`src/rtl/proc_ctrl_fsm.sv`:
```
// proc_ctrl_fsm
//   Instruction control unit for the 9-bit simple processor. Latches an
//   instruction (format IIIXXXYYY: opcode, Rx, Ry) from din when Run is seen
//   in IDLE. It then sequences the instruction over one to three execute
//   cycles (T1..T3) and returns to IDLE. All outputs are Moore decodes of
//   (state, IR); g_nz is the only input with a combinational path to the
//   outputs.
//
//   Optional feature macro: PROC_CTRL_MVNZ_EN
//     defined   -> opcode 100 is MVNZ (conditional move on G != 0)
//     undefined -> opcode 100 is reserved (done-only); g_nz is ignored
//
// Ports
//   Clock   in   system clock, rising edge
//   Resetn  in   asynchronous active-low reset
//   Run     in   start request, sampled only in IDLE
//   din     in   data-in bus, instruction source in IDLE
//   g_nz    in   G nonzero flag (MVNZ only)
//   rsele   out  one-hot register bus-source select (bit i = Ri)
//   gsele   out  G drives bus
//   dsele   out  DIN drives bus
//   rin     out  register load enables (bit i = Ri)
//   ain     out  A load enable
//   gin     out  G load enable
//   addsub  out  ALU op, 0 = add, 1 = sub
//   done    out  final cycle of the current instruction
//   busy    out  state != IDLE
module proc_ctrl_fsm #(
  parameter int IR_W = 9
) (
  input  logic            Clock,
  input  logic            Resetn,
  input  logic            Run,
  input  logic [IR_W-1:0] din,
  input  logic            g_nz,
  output logic [7:0]      rsele,
  output logic            gsele,
  output logic            dsele,
  output logic [7:0]      rin,
  output logic            ain,
  output logic            gin,
  output logic            addsub,
  output logic            done,
  output logic            busy
);

  typedef enum logic [1:0] {
    S_IDLE = 2'd0,
    S_T1   = 2'd1,
    S_T2   = 2'd2,
    S_T3   = 2'd3
  } state_e;

  state_e          state_q, state_d;
  logic [IR_W-1:0] ir_q, ir_d;

  logic [2:0] op;
  logic [7:0] x_oh;
  logic [7:0] y_oh;

  assign op = ir_q[8:6];

  always_comb begin
    x_oh = '0;
    y_oh = '0;
    x_oh[ir_q[5:3]] = 1'b1;
    y_oh[ir_q[2:0]] = 1'b1;
  end

`ifndef PROC_CTRL_MVNZ_EN
  logic unused_g_nz;
  assign unused_g_nz = g_nz;
`endif

  // Next-state and IR load. Only ADD/SUB (01x) continue past T1.
  always_comb begin
    state_d = state_q;
    ir_d    = ir_q;
    unique case (state_q)
      S_IDLE: begin
        if (Run) begin
          ir_d    = din;
          state_d = S_T1;
        end
      end
      S_T1:    state_d = (op[2:1] == 2'b01) ? S_T2 : S_IDLE;
      S_T2:    state_d = S_T3;
      S_T3:    state_d = S_IDLE;
      default: state_d = S_IDLE;
    endcase
  end

  always_ff @(posedge Clock or negedge Resetn) begin
    if (!Resetn) begin
      state_q <= S_IDLE;
      ir_q    <= '0;
    end else begin
      state_q <= state_d;
      ir_q    <= ir_d;
    end
  end

  // Output decode. Decoding from state_q makes async reset clear every
  // output immediately, without waiting for a clock edge.
  always_comb begin
    rsele  = '0;
    gsele  = 1'b0;
    dsele  = 1'b0;
    rin    = '0;
    ain    = 1'b0;
    gin    = 1'b0;
    addsub = 1'b0;
    done   = 1'b0;
    busy   = (state_q != S_IDLE);
    unique case (state_q)
      S_T1: begin
        unique case (op)
          3'b000: begin
            rsele = y_oh;
            rin   = x_oh;
            done  = 1'b1;
          end
          3'b001: begin
            dsele = 1'b1;
            rin   = x_oh;
            done  = 1'b1;
          end
          3'b010, 3'b011: begin
            rsele = x_oh;
            ain   = 1'b1;
          end
`ifdef PROC_CTRL_MVNZ_EN
          3'b100: begin
            done = 1'b1;
            if (g_nz) begin
              rsele = y_oh;
              rin   = x_oh;
            end
          end
`endif
          default: done = 1'b1;
        endcase
      end
      S_T2: begin
        rsele  = y_oh;
        gin    = 1'b1;
        addsub = op[0];
      end
      S_T3: begin
        gsele = 1'b1;
        rin   = x_oh;
        done  = 1'b1;
      end
      default: ;
    endcase
  end

endmodule

```
`config.mk`:
```
export PLATFORM = sky130hd
export DESIGN_NAME = proc_ctrl_fsm
export DESIGN_NICKNAME = d
export VERILOG_FILES = /design/src/rtl/proc_ctrl_fsm.sv
export SDC_FILE = /design/constraint.sdc
export NUM_CORES = 1
export LEC_CHECK = 0
export ABC_CLOCK_PERIOD_IN_PS = 1800
export CORE_MARGIN = 5
export CORE_UTILIZATION = 35
export DETAILED_ROUTE_END_ITERATION = 10
export GPL_ROUTABILITY_DRIVEN = 0
export PLACE_DENSITY = 0.74
export SYNTH_ARGS = -nofsm -noshare
export SYNTH_HDL_FRONTEND = slang
export SYNTH_SLANG_ARGS = --single-unit
```
`constraint.sdc`:
```
create_clock -name Clock -period 1.8 [get_ports Clock]
set_input_delay 0.36 -clock Clock [delete_from_list [all_inputs] [get_ports Clock]]
set_output_delay 0.36 -clock Clock [all_outputs]
set_load 0.01 [all_outputs]
```
======== Word level (Yosys, flattened, before mapping) ========
Index checks and enable logic that the tools add are counted.
word-level totals
  bits of input ports ..................... 13
  memory bits (writable) .................. 0
  register bits after elaboration ......... 11
  logic and storage cells ................. 42
  memory bits (read-only) ................. 0
  memories ................................ 0
  bits in latches ......................... 0
cells by class
  equal/unequal tests ..................... 8
  reductions and logical operators ........ 8
  bitwise logic cells ..................... 0
  div/mod/pow operators ................... 0
  magnitude comparators ................... 4
  shift-type cells ........................ 0
  muxes and demuxes ....................... 20
  $add $sub $neg .......................... 0
  $mul .................................... 0
operators with widths
  operator            count
  $pmux 8 s2          3
  $mux 1              10
  $lt 3x4->1 const B  2
  $mux 8              1
  $pmux 2 s4          1
  $demux 1 s3         2
  $eq 3x2->1 const B  2
  $ge 3x1->1 const B  2
  $eq 2x1->1 const B  2
  $eq 2x2->1 const B  2
  $mux 2              2
  $reduce_or 2->1     2
  $eq 3x1->1 const B  1
  $logic_not 3->1     1
  $logic_and 1x1->1   2
  $logic_not 2->1     1
  $ne 2x2->1 const B  1
  $pmux 1 s2          1
  $reduce_and 2->1    1
  $reduce_bool 2->1   1

======== Logic depth before layout (Yosys ltp) ========
Gate-level depths: netlist of run 1.
  depth in word-level cells ............... 6
  gate-level depth with buffers ........... 5

======== Worst setup path before layout of run 1 ========
Ideal clock, no wire load.
  kind .................................... register -> output
  start ................................... reg state_q[0]
  end ..................................... out rsele[0]
  stages on the path, launching flop included .. 5
  data required time ...................... 1.440 ns
  setup slack ............................. -0.084 ns
  arrival time ............................ 1.524 ns
  cells stage by stage .................... dfrtp_1 inv_1 ha_1 or3b_1 o32ai_1
on the way
  cells in the longest elaborated chain, start to end .. 2
  elaborated cells between the ends (all ways) .. 3
RTL lines
  element                                   RTL line  RTL
  from (decl)                               54        state_e state_q, state_d;
  from (signal assigned)                    98        state_q <= state_d;
  $eq 2x2->1 or $eq 2x1->1 (tied branches)  115       unique case (state_q)
  $pmux 8 s2 *                              115
  to (decl)                                 36        output logic [7:0] rsele,
Mark *: on every way between the ends. The rest lies on a longest branch, timed or not.

======== Final worst setup path of run 1 ========
Ends and elaborated chain as after synthesis.

==> results.toml, run 1 <==
[outcome]
status = "finished with violations"
violations = "negative setup slack"

[yosys]
synth_fa_ha_area_frac = 0.0850
synth_area_per_cell_sq_um = 10.2
yosysWarnings = 0
synth-simple-area-share = 0.250
ys_top_cells_by_area = "dfrtp_1 (37%), mux2_2 (15%), ha_1 (8.5%)"
ys_types = 26
synth_xor_area_frac = 0
ys_seq_area_frac = 0.374
yosysTopAreaCellShare = 0.374
synth_top_family_by_area = "simple AND/OR/NAND/NOR gates"
syn_area_sq_um = 736
synthCells = 72
synth_fp_nets = 90
ys_ff_latch = 11
synth_compound_area_frac = 0.122
yosys-mux-area-fraction = 0.153
synth_top_area_cell = "dfrtp_1"

[sta]
setup_viol = 18
worstMarginPinSlew_ns = 0.474
slew_violations = 0
post-route-period-util = 1.15
hold_viol_final = 0
relSlewSlack = 0.683
period_needed_ns = 2.08
rsz0062_at_grt = "true"
max_freq_mhz = 482
timing.setup.tns_ns = -3.26
fin_skew_ns = 0.000927
final.setup.worst_slack_ns = -0.276

[placement]
dp.final_hpwl_mm = 1.76
dp_cells = 143
numPortBuffers = 34

[floorplanning]
io-pin-count = 36
core_sq_um = 1980
num_rows = 16
start_util = 0.371
die_x_um = 55.8
fp.dieArea_sq_um = 3120
die_h_um = 55.8

[worst_setup_path]
crit_type = "reg2out"
crit_fanout = 3
end_kind = "output pin"
cp_slowest_cell = "dfrtp_1"
arrival_ns = 1.72
required_ns = 1.44
cpPeakStageDelay_ns = 0.38
path_cells = "inv_2 -> ha_4 -> or3b_4 -> o32ai_2 -> buf_2"
startpoint_type = "flop"

[final_layout]
fillCellCount = 157
area_growth_pct = 75.2
final_nets = 148
antenna_cells = 0
layout_common_cells = "buf_2 (20), buf_4 (18), dfrtp_1 (11), clkdlybuf4s50_1 (11), mux2_2 (10)"
drive_above_1_share = 0.550
fin_cells = 156
post-route-util = 0.650
mostFrequentLayoutCell = "buf_2"

[flow_run]
cap_violations = 0

[global_routing]
track_usage = 0.155
grt_overflow = 0
grt_max_degree = 12
grt_pass1_wl_mm = 3.92
grt_pass1_vias = 821
antenna_found_initial = 0

[routing]
drt-pass1-iter-count = 4
vias_per_cell = 5.10
ant_nets = 0
totalWireLength_mm = 2.26
num_vias = 796
drt-wirelength-per-cell_um = 14.5
route.detailed.drc = 0
drtIter0Drc = 12

[clock_tree]
cts_tree = "yes"
cts_hold_buffers = 0
cts_root_buf = "clkbuf_4"
clkSinkCount = 11
cts_buffers = 3
clock_latency_ns = 0.26
path_clk_slew_ns = 0.06
cts_buffer_depth = 2
htreeDepth = 1

[pwr]
p_leak_nw = 0.594
ir_worst_vdd_mv = 0.929
powerDensity_nw_per_um2 = 1680

[hold_path]
worstHoldPathType = "in2async"
==> final timing paths <==
path                            cells after the start                   to                    from  slack, ns
worst min register to register                      1  ir_q[5]$_DFFE_PN0P_     ir_q[5]$_DFFE_PN0P_       0.56
worst max register to register                      4  ir_q[1]$_DFFE_PN0P_  state_q[0]$_DFFE_PN0P_       0.43
worst min-delay path                                1  ir_q[4]$_DFFE_PN0P_                  Resetn       0.42
worst max-delay path                                5             rsele[0]  state_q[0]$_DFFE_PN0P_      -0.28
max in group asynchronous                           1            async pin                  Resetn       1.06
min in group Clock                                  1  ir_q[5]$_DFFE_PN0P_     ir_q[5]$_DFFE_PN0P_       0.56
==> power breakdown <==
group	internal (mW)	switching [mW]	total, mW
combinational	0.796	0.653	1.45
clock	0.0857	0.0761	0.162
sequential	0.373	0.176	0.549
total	1.25	0.905	2.16
==> area by class of cell <==
cell class                 instances  area, sq um  area share
multi-input combinational         58          563       0.437
timing repair buffer              53          379       0.294
sequential                        11          275       0.214
tap                               27         33.8      0.0262
clock buffer                       4         26.3      0.0204
inverter                           3         11.3     0.00874
==> cells by family (layout without fill, tap and decap cells) <==
kind of cell	count (synthesis)	count (layout)
AND/OR/NAND/NOR	30	30
AO/OA/AOI/OAI	13	13
flip-flops	11	11
multiplexers	10	10
adder cells (fa/ha/maj)	5	5
buffers and inverters	3	60
==> worst max-delay path: cells and delay by family, from the launching register on <==
| kind | cells | cell delay, ns |
|---|---|---|
| AOI/OAI and AO/OA | 1 | 0.19 |
| adders and majority gates | 1 | 0.27 |
| buffers and inverters | 2 | 0.23 |
| DFF | 1 | 0.38 |
| and+or+nand+nor | 1 | 0.38 |
==> repair_timing <==
item                                    4_1_cts  5_1_grt
setup buffers                                 9        1
gates resized for setup                     106        3
endpoints found under the setup margin       23       21
pin swaps                                    10        6
==> cell usage after synthesis <==
cell type,instances
dfrtp_1,11
mux2_2,10
nor2_1,10
ha_1,5
o22ai_1,4
o32ai_1,4
inv_1,3
and2_1,2
nand2_1,2
nand2b_1,2
nand3b_1,2
nor2b_1,2
o21ai_0,2
a21o_1,1
a21oi_1,1
and2_2,1
nand3_1,1
nand4_1,1
nand4b_1,1
nor3_1,1
nor3b_1,1
nor4b_4,1
o21bai_1,1
or2_2,1
or2b_1,1
or3b_1,1
==> per-stage QoR <==
step	hold slack (ns)	area (sq um)	setup WS (ns)	power (mW)
2_1_floorplan	0.0644	756	0.0179	1.19
3_3_place_gp	0.521	1200	-0.484	1.72
3_5_place_dp	0.534	1200	-0.521	1.77
4_1_cts	0.429	1280	-0.284	2.14
5_1_grt	0.456	1290	-0.374	2.33
6_report	0.420	1290	-0.276	2.16
==> routing by layer <==
| metal | GRT usage | wire, um | share of wire | vias to the layer above |
|---|---|---|---|---|
| li1 | - | - | - | 379 |
| met1 | 0.184 | 943 | 0.42 | 373 |
| met2 | 0.270 | 1140 | 0.50 | 34 |
| met3 | 0.0348 | 131 | 0.058 | 10 |
| met4 | 0.0610 | 43 | 0.019 | 0 |
| met5 | 0 | 0 | 0 | - |
==> sequential cells by signal, summed over array words and instances (netlist names), named ones only <==
| signal | flops |
|---|---|
| ir_q | 9 |
| state_q | 1 |
(Power assumes the default switching activity.)
==> run 2, diff against run 1 <==
SKIP_CTS_REPAIR_TIMING = 1   (was not set)
==> run 2 against run 1 <==
  * The flow still finishes with violations (negative setup slack)
  * Setup slack worse by 0.096 ns
  * Sequential share of layout area up 0.51 points
  * Critical path depth unchanged
  * Clock-buffer cell count unchanged
  * Critical path type unchanged
  * Largest cell class unchanged
  * Largest power group unchanged
==> results.toml, run 2 (same netlist as run 1, synthesis figures left out) <==
[clock_tree]
cts_tree = "yes"
path_clk_slew_ns = 0.06
clock_latency_ns = 0.26
clkSinkCount = 11
cts_root_buf = "clkbuf_4"
htreeDepth = 1
cts_buffer_depth = 2
cts_buffers = 3

[final_layout]
drive_above_1_share = 0.476
largest_reg_flops = 9
area_growth_pct = 71.1
mostFrequentLayoutCell = "buf_2"
final_nets = 143
design_area_sq_um = 1260
top_register = "ir_q"
antenna_cells = 0
largest_registers = "ir_q: 9 flops, state_q: 1 flops"
post-route-util = 0.635
layout_common_cells = "buf_2 (15), clkdlybuf4s50_1 (12), buf_4 (12), dfrtp_1 (11), mux2_2 (10)"

[outcome]
status = "finished with violations"
violations = "negative setup slack"

[flow_run]
cap_violations = 0

[routing]
ant_nets = 0
num_vias = 793
top_layer_used = "met4"
met1Wirelength_um = 907
drt-wirelength-per-cell_um = 15.2
drt-pass1-iter-count = 4
met2_length_mm = 1.24
vias_per_cell = 5.25
totalWireLength_mm = 2.30
route.detailed.drc = 0
drtIter0Drc = 6
wl_met3_um = 108

[placement]
place_area_sq_um = 1200
pre_cts_slack_ns = -0.521
numPortBuffers = 34
dp.final_hpwl_mm = 1.76

[floorplanning]
core_sq_um = 1980
start_util = 0.371
fp.dieArea_sq_um = 3120
die_x_um = 55.8
io-pin-count = 36
die_h_um = 55.8
num_rows = 16

[worst_setup_path]
startpoint_type = "flop"
crit_type = "reg2out"
cp_slowest_cell = "dfrtp_1"
arrival_ns = 1.81
required_ns = 1.44
crit_family = "flip-flops"
cpPeakStageDelay_ns = 0.43
end_kind = "output pin"
critPathBufInv = 2
path_cells = "inv_2 -> ha_4 -> or3b_4 -> o32ai_2 -> buf_2"
crit_fanout = 5

[sta]
setup_viol = 20
post-route-period-util = 1.21
rsz0062_at_grt = "true"
period_needed_ns = 2.17
worstMarginPinSlew_ns = 0.479
slew_violations = 0
relSlewSlack = 0.679
fin_skew_ns = 0.00227
hold_viol_final = 0
timing.hold.ws_ns = 0.420
max_freq_mhz = 460
final.setup.worst_slack_ns = -0.372

[global_routing]
antenna_found_initial = 0
grt_pass1_vias = 762
grt_pass1_wl_mm = 3.50
track_usage = 0.140
grt_max_degree = 12
grt_overflow = 0

[pwr]
powerDensity_nw_per_um2 = 1660
p_leak_nw = 0.631
ir_worst_vdd_mv = 0.947
total_power_mw = 2.09

[hold_path]
worstHoldPathType = "in2async"
## run 2: cell type report
cell class / instances / area [sq um]
Fill cell: 160 / 723
Multi-Input combinational cell: 58 / 526
Timing Repair Buffer: 48 / 387
Sequential cell: 11 / 275
Tap cell: 27 / 33.8
Clock buffer: 4 / 26.3
Inverter: 3 / 11.3
## run 2: power breakdown
part | switching [mW] | internal (mW)
sequential | 0.174 | 0.373
combinational | 0.614 | 0.769
clock | 0.0761 | 0.0857
## run 2: metal layers
metal,GRT usage,vias to the layer above
li1,-,370
met1,0.163,383
met2,0.243,29
met3,0.0325,11
met4,0.0610,0
met5,0,-
## run 2: path summary, 6_finish.rpt
kind | from | to | cells past startpoint | slack [ns]
max | state_q[0]$_DFFE_PN0P_ | rsele[0] | 5 | -0.37
min | Resetn | ir_q[4]$_DFFE_PN0P_ | 1 | 0.42
max reg2reg | state_q[0]$_DFFE_PN0P_ | ir_q[1]$_DFFE_PN0P_ | 4 | 0.36
min reg2reg | ir_q[5]$_DFFE_PN0P_ | ir_q[5]$_DFFE_PN0P_ | 1 | 0.56
max in group asynchronous | Resetn | async pin | 1 | 1.05
min in group Clock | ir_q[5]$_DFFE_PN0P_ | ir_q[5]$_DFFE_PN0P_ | 1 | 0.56
## run 2: stage by stage
stage | std cells | setup TNS [ns]
5_1_grt | 151 | -5.46
2_1_floorplan | 72 | 0
3_5_place_dp | 143 | -7.25
3_3_place_gp | 143 | -6.56
6_report | 151 | -3.37
4_1_cts | 147 | -13.83
